## config.mk

```make
export PLATFORM = sky130hd
export DESIGN_NAME = keypad_entry_controller
export DESIGN_NICKNAME = d
export VERILOG_FILES = /design/src/rtl/keypad_entry_controller.sv
export SDC_FILE = /design/constraint.sdc
export NUM_CORES = 1
export LEC_CHECK = 0
export CORE_MARGIN = 3
export CORE_UTILIZATION = 48
export CTS_CLUSTER_DIAMETER = 30
export DETAILED_ROUTE_END_ITERATION = 12
export PLACE_DENSITY = 0.68
export SKIP_CTS_REPAIR_TIMING = 1
export SLEW_MARGIN = 10
export SYNTH_ARGS = -nofsm -noshare
export SYNTH_HDL_FRONTEND = slang
export SYNTH_SLANG_ARGS = --single-unit
export TNS_END_PERCENT = 50
```

## constraint.sdc

```tcl
create_clock -name clk -period 3.1 [get_ports clk]
set_clock_uncertainty 0.15 [all_clocks]
set_input_delay 0.465 -clock clk [delete_from_list [all_inputs] [get_ports clk]]
set_output_delay 0.465 -clock clk [all_outputs]
set_load 0.01 [all_outputs]
```

## src/rtl/keypad_entry_controller.sv

```systemverilog
// Keypad PIN entry front end: buffers digits, streams them to an authorization
// system one per cycle, waits for its verdict and locks out after repeated denials.
module keypad_entry_controller #(
  parameter int PIN_LEN        = 4,
  parameter int RESP_TIMEOUT   = 16,
  parameter int MAX_FAILS      = 3,
  parameter int LOCKOUT_CYCLES = 1000
) (
  input  logic                               clk,
  input  logic                               reset,
  input  logic                               key_valid,
  input  logic [3:0]                         key_value,
  input  logic                               key_clear,
  input  logic                               key_enter,
  input  logic                               auth_status,
  output logic [3:0]                         code,
  output logic                               validate,
  output logic                               busy,
  output logic                               granted,
  output logic                               denied,
  output logic                               entry_error,
  output logic                               locked,
  output logic [$clog2(MAX_FAILS+1)-1:0]     fail_count,
  output logic [$clog2(PIN_LEN+1)-1:0]       digit_count
);

  localparam int FC_W   = $clog2(MAX_FAILS + 1);
  localparam int DC_W   = $clog2(PIN_LEN + 1);
  localparam int T_MAX1 = (PIN_LEN > RESP_TIMEOUT) ? PIN_LEN : RESP_TIMEOUT;
  localparam int T_MAX  = (T_MAX1 > LOCKOUT_CYCLES) ? T_MAX1 : LOCKOUT_CYCLES;
  localparam int TMR_W  = $clog2(T_MAX + 1);

  localparam logic [DC_W-1:0]  DC_FULL   = DC_W'(PIN_LEN);
  localparam logic [FC_W-1:0]  FC_LOCK   = FC_W'(MAX_FAILS - 1);
  localparam logic [TMR_W-1:0] SEND_LAST = TMR_W'(PIN_LEN - 1);
  localparam logic [TMR_W-1:0] WAIT_LAST = TMR_W'(RESP_TIMEOUT - 1);
  localparam logic [TMR_W-1:0] LOCK_LAST = TMR_W'(LOCKOUT_CYCLES - 1);

  typedef enum logic [1:0] {IDLE, SEND, WAIT, LOCK} state_t;

  state_t           state;
  logic [3:0]       buffer [PIN_LEN];
  logic [TMR_W-1:0] timer;

  // One timer serves SEND, WAIT and LOCK; it always restarts from 0 on entry.
  // NOTE: state lives in a clocked block, so every assignment here is non-blocking;
  // blocking assignments would let later statements see half-updated state.
  always_ff @(posedge clk) begin
    granted     <= 1'b0;
    denied      <= 1'b0;
    entry_error <= 1'b0;
    if (reset) begin
      state       <= IDLE;
      timer       <= '0;
      code        <= '0;
      validate    <= 1'b0;
      busy        <= 1'b0;
      locked      <= 1'b0;
      fail_count  <= '0;
      digit_count <= '0;
      // NOTE: the digit buffer is deliberately cleared on reset so a stale PIN
      // can never be streamed out; it is only PIN_LEN nibbles wide.
      for (int i = 0; i < PIN_LEN; i++) buffer[i] <= '0;
    end else begin
      case (state)
        IDLE: begin
          if (key_clear) begin
            digit_count <= '0;
            for (int i = 0; i < PIN_LEN; i++) buffer[i] <= '0;
          end else if (key_enter) begin
            if (digit_count == DC_FULL) begin
              // Digits leave through buffer[0]; shifting empties the buffer by itself.
              state    <= SEND;
              timer    <= '0;
              validate <= 1'b1;
              busy     <= 1'b1;
              code     <= buffer[0];
              for (int i = 0; i < PIN_LEN - 1; i++) buffer[i] <= buffer[i+1];
              buffer[PIN_LEN-1] <= '0;
            end else begin
              entry_error <= 1'b1;
              digit_count <= '0;
              for (int i = 0; i < PIN_LEN; i++) buffer[i] <= '0;
            end
          end else if (key_valid && digit_count != DC_FULL) begin
            for (int i = 0; i < PIN_LEN; i++)
              if (digit_count == DC_W'(i)) buffer[i] <= key_value;
            digit_count <= digit_count + 1'b1;
          end
        end

        SEND: begin
          if (timer == SEND_LAST) begin
            state       <= WAIT;
            timer       <= '0;
            validate    <= 1'b0;
            code        <= '0;
            digit_count <= '0;
          end else begin
            timer <= timer + 1'b1;
            code  <= buffer[0];
            for (int i = 0; i < PIN_LEN - 1; i++) buffer[i] <= buffer[i+1];
            buffer[PIN_LEN-1] <= '0;
          end
        end

        WAIT: begin
          if (auth_status) begin
            state      <= IDLE;
            granted    <= 1'b1;
            busy       <= 1'b0;
            fail_count <= '0;
          end else if (timer == WAIT_LAST) begin
            denied     <= 1'b1;
            fail_count <= fail_count + 1'b1;
            timer      <= '0;
            if (fail_count == FC_LOCK) begin
              state  <= LOCK;
              locked <= 1'b1;
            end else begin
              state <= IDLE;
              busy  <= 1'b0;
            end
          end else begin
            timer <= timer + 1'b1;
          end
        end

        LOCK: begin
          if (timer == LOCK_LAST) begin
            state      <= IDLE;
            locked     <= 1'b0;
            busy       <= 1'b0;
            fail_count <= '0;
          end else begin
            timer <= timer + 1'b1;
          end
        end

        default: state <= IDLE;
      endcase
    end
  end

endmodule

```

==> Word level (Yosys, flattened, before mapping) <==
Memory sizes are Yosys's and may differ from the RTL's.
Index checks and enable logic that the tools add are counted.
{ "classes": {"muxes": 117, "n_reduce_logical": 16, "add_sub_neg": 3, "bitwise_logic": 21, "eq_ne": 25} }
{ "ops": {"columns": ["op", "count"], "rows": [
  ["2-to-1 mux 4 bit", 24],
  ["2-to-1 mux 10 bit", 7],
  ["2-to-1 mux 1 bit", 63],
  ["case mux 10 bit (4 select lines)", 1],
  ["2-to-1 mux 2 bit", 10],
  ["bitwise OR 1 bit", 20],
  ["!= test 2 bit (second input constant)", 9],
  ["2-to-1 mux 3 bit", 5],
  ["AND reduction 5 bit", 3],
  ["adder 10 x 1 -> 10 bit (second input constant)", 1],
  ["== test 10 bit (second input constant)", 1],
  ["== test 10 x 2 -> 1 bit (second input constant)", 1],
  ["== test 10 x 4 -> 1 bit (second input constant)", 1],
  ["!= test 3 bit (second input constant)", 3],
  ["!= test 4 bit (second input constant)", 2],
  ["case mux 2 bit (4 select lines)", 1],
  ["case mux 4 bit (2 select lines)", 1],
  ["AND reduction 4 bit", 2],
  ["AND reduction 7 bit", 1],
  ["== test 2 bit (second input constant)", 3],
  ["== test 3 x 2 -> 1 bit (second input constant)", 2],
  ["case mux 3 bit (2 select lines)", 1],
  ["AND reduction 6 bit", 1],
  ["case mux 1 bit (2 select lines)", 2],
  ["other kinds (16)", 17]
]} }
{ "totals": {"mem_count": 1, "output_inout_bits": 15, "reg_bits": 27, "ram_bits": 16, "elab_cells": 194, "in_bits": 10} }
{ "mem_list": {"columns": ["memory", "words", "width", "rd", "rd_ports_with_merged_regs", "wr", "line_no", "source"], "rows": [
  ["buffer", 4, 4, 4, 0, 4, "42", "logic [3:0] buffer [PIN_LEN];"]
]} }

==> Depth between registers and ports, before layout <==
{ "depth": {"word_depth": 11, "mapped_depth": 8, "mapped_depth_nobuf": 7} }

==> Worst setup path after synthesis <==
Ideal clock, no wire load.
{ "synth_timing": {"kind": "register to register", "start": "register digit_count[0]", "end": "register timer[8]", "setup_ns": 0.086, "t_arrival_ns": 1.979, "stages_incl_launch_ff": 9, "path_slack_ns": 0.885, "synth_period_minus_slack_ns": 2.215, "path_cell_list": "dfxtp_1 > inv_1 > ha_1 > and4b_1 > a211oi_4 > a21oi_1 > a31o_2 > buf_2 > a211oi_1"} }
{ "synth_via": {"elab_chain_cells": 3} }
{ "synth_lines": {"columns": ["element", "line_no", "source"], "rows": [
  ["from (decl)", "24", "output logic [$clog2(PIN_LEN+1)-1:0] digit_count"],
  ["from (signal assigned)", "88", "digit_count <= digit_count + 1'b1;"],
  ["== test 3 bit", "71", "if (digit_count == DC_FULL) begin"],
  ["!= test 2 bit (no line)", null, null],
  ["AND reduction 5 bit (no line)", null, null],
  ["to (signal assigned)", "100", "timer <= timer + 1'b1;"],
  ["to (signal assigned)", "125", "timer <= timer + 1'b1;"],
  ["to (signal assigned)", "136", "timer <= timer + 1'b1;"],
  ["to (decl)", "43", "logic [TMR_W-1:0] timer;"]
]} }
No other way between the ends.
A chain may end at the register's enable or synchronous reset.

==> Worst setup path after layout <==
{ "layout_timing": {"start": "input key_enter", "end": "register timer[7]"} }
{ "layout_via": {"elab_chain_cells": 2} }
{ "layout_lines": {"columns": ["element", "line_no", "source"], "rows": [
  ["from (decl)", "14", "input logic key_enter,"],
  ["!= test 2 bit (no line)", null, null],
  ["AND reduction 5 bit (no line)", null, null]
]} }
No other way between the ends.

==> results.md <==
- Post-synth cell types: 51
- Critical path class: primary input to flip-flop
- Leakage: 0.925 nW
- # IOs: 25
- Fill count: 386
- Pre-antenna DRT Iters: 4
- Post-synthesis xor/xnor area fraction: 0.0233
- Combinational Power Share: 0.072
- Simple-Gate Fraction of Synth Area: 0.255
- Largest cells by area after synthesis: dfxtp_1 31%, edfxtp_1 11%, a21oi_1 4.9%, nand2_1 4.3%, nor2_1 4.3%
- Total negative slack: 0 ns
- Clock tree sinks: 43
- Max Buffers Root-to-Sink: 2
- Max Cap Viol: 0
- Status: finished clean
- Total Power: 0.996 mW
- Post-Syn Nets: between 200 and 300
- Vias post-DR: 1968
- Mapped Cells: 254
- Grt ovf: 0
- Worst rel slew slack: 0.634
- Critical-path cell list: clkdlybuf4s50_1, and4b_1, a211oi_4, a21o_1, or4_1, a21oi_1
- Area share of the largest cell type after synthesis: 0.311
- GRT Total Usage: 0.191
- Final WS setup: 0.690 ns
- Worst min path class: flip-flop to flip-flop
- First-pass GRT wire length: 8210 µm
- DP Area: 0.00256 mm²
- # setup viols final: 0
- Register bit count reported by yosys: 43
- # rows: 24
- # DRC: 0
- Cell area after synthesis: approximately 0.0023 mm²
- Die width: approximately 75 µm
- Pwr Density: 377 mW/mm²
- Placed instance count: 328
- Ys async rst share: 0
- Total core area: 0.00444 mm²
- RSZ-0062 raised after global routing: false
- Sequential area share after synthesis: 0.417
- Share of power burned in registers: 0.586
- Avg Cell Area, Syn: 8.88 µm²
- Post-route antenna net violation count: 0
- Hold_ws: 0.300 ns
- Post-Layout Inst Area: 0.00264 mm²
- WL/cell: between 10 and 15 µm
- Top FF cell, synth: dfxtp_1
- N_diodes: 0
- Post-synthesis mux area share: 0.0178
- GP Congestion: roughly 0.85
- CTS tree: yes
- Post-Synth Adder-Cell Area: 0.0388
- Share of layout cells above drive strength 1: 0.0845
- Crit path DAT: 2.50 ns
- Number of H-tree levels: 2
- HPWL Detailed: 3620 µm
- Most common cell after layout, fill and taps aside: dfxtp_1
- Final net count: 300
- Most frequent cells in the layout: 35 x dfxtp_1, 26 x nor2_1, 26 x nand2_1
- Vias per cell: about 5.9
- Area growth syn-to-layout: 17.2%
- NetSw: between 0.2 and 0.25 mW
- Initial DRC Count: roughly 160
- Post-synth EDFFs: 8
- Ys Warns: 0
- Combinational family with the most area after synthesis: simple AND/OR/NAND/NOR gates
- Hold Fails Final Rpt: 0
- CTS Buf Count: 5
- Routed WL: 4830 µm
- Die area: approximately 0.0056 mm²
- Die Span Y: 74.5 µm
- Worst-Skew Late Latency: 0.30 ns
- Largest net degree at the start of global routing: 17
- Slowest cell delay on critical path: 0.60 ns
- Post-route insts no fill: 336
- CP required: 3.19 ns
- Yosys top cell by area: dfxtp_1
- Synth Area in Compound Gates: 0.212
- Initial Utilization: 0.507
- Max-slew violation count: 0
- Clock Power Share: 0.342
- Tcrit/Tclk final: 0.777
- Vias in the first global route: 1737
- Worst Path Max Fanout: 8
- DP Worst Slack: just over 0.4 ns
- Initial antenna violation count: 0
- Worst setup EP type: flip-flop
- Startpoint Class: primary input
- Worst slew pin tran: 0.535 ns
- Maximum clock rate: about 0.42 GHz
- # port buffers: 24
- CTS root buf: clkbuf_8
- Minimum clock period: 2.41 ns
- Switching Share: 0.226
- Core Util, Final: 0.595
- Max IR drop VDD: about 160 µV
- Internal: approximately 0.77 mW
- Worst path slowest cell: clkdlybuf4s50_1
- Clk slew on worst S/H paths: 0.08 ns
==> layer usage <==
| layer | vias to the layer above | track usage | wire length [µm] |
|---|---|---|---|
| li1 | 994 | - | - |
| met1 | 925 | 0.288 | 2550 |
| met2 | 43 | 0.260 | 1970 |
| met3 | 6 | 0.0473 | 233 |
| met4 | 0 | 0.0692 | 70 |
| met5 | - | 0 | 0 |
==> cells by family after synthesis <==
group | count (synthesis)
and+or+nand+nor | 109
AOI/OAI and AO/OA | 67
DFF | 43
buffers and inverters | 18
adders and majority gates | 7
xor gates and xnor gates | 6
muxes | 4
==> critical path: cells and delay by family <==
family	cells	cell delay, ns
buffers and inverters	1	0.60
AOI/OAI and AO/OA	3	0.52
and+or+nand+nor	2	0.91
==> cell type report <==
class / instances / area, µm² / share of cell area
clock buffers: 7 / 76.3 / 0.0289
clock inverters: 1 / 5.00 / 0.00189
inverters: 10 / 37.5 / 0.0142
multi-input cells: 193 / 1230 / 0.466
flip-flops and latches: 43 / 941 / 0.356
well taps: 52 / 65.1 / 0.0246
repair buffers: 30 / 285 / 0.108
==> power groups by stage <==
stage          clock network [mW]  registers (mW)  logic, mW
2_1_floorplan                   0           0.597     0.0371
3_3_place_gp                    0           0.597     0.0716
3_5_place_dp                    0           0.597     0.0712
4_1_cts                     0.352           0.584     0.0715
5_1_grt                     0.375           0.585     0.0799
6_report                    0.341           0.584     0.0713
==> flip-flops by register name (all words and copies together), names as in the netlist <==
register,cells
granted,1
state,2
locked,1
code,4
fail_count,2
validate,1
timer,10
digit_count,3
buffer,16
entry_error,1
denied,1
busy,1
==> cell usage after synthesis, types with 3 or more instances <==
cell / count
dfxtp_1: 35
o31a_1: 4
nor2b_1: 7
a21oi_1: 22
o31ai_1: 3
or3_1: 4
inv_1: 10
ha_1: 7
a22o_1: 4
mux2i_1: 4
a311oi_1: 3
nor2_1: 26
nand3_1: 10
nand2_1: 26
edfxtp_1: 8
a31o_2: 4
nand4_1: 5
clkbuf_1: 4
o21ai_0: 6
nor3_1: 7
a211oi_1: 4
xnor2_1: 6
and2_1: 3
and3_1: 6
==> final timing paths <==
path | startpoint | endpoint | slack (ns) | cells after the start
setup reg to reg | digit_count[0] | buffer[2][0] | 0.71 | 7
setup / recovery | key_enter | timer[7] | 0.69 | 6
hold reg to reg | code[2] | code[2] | 0.30 | 2
hold / removal | code[2] | code[2] | 0.30 | 2
Note: power is estimated with default switching activity, not from simulation.
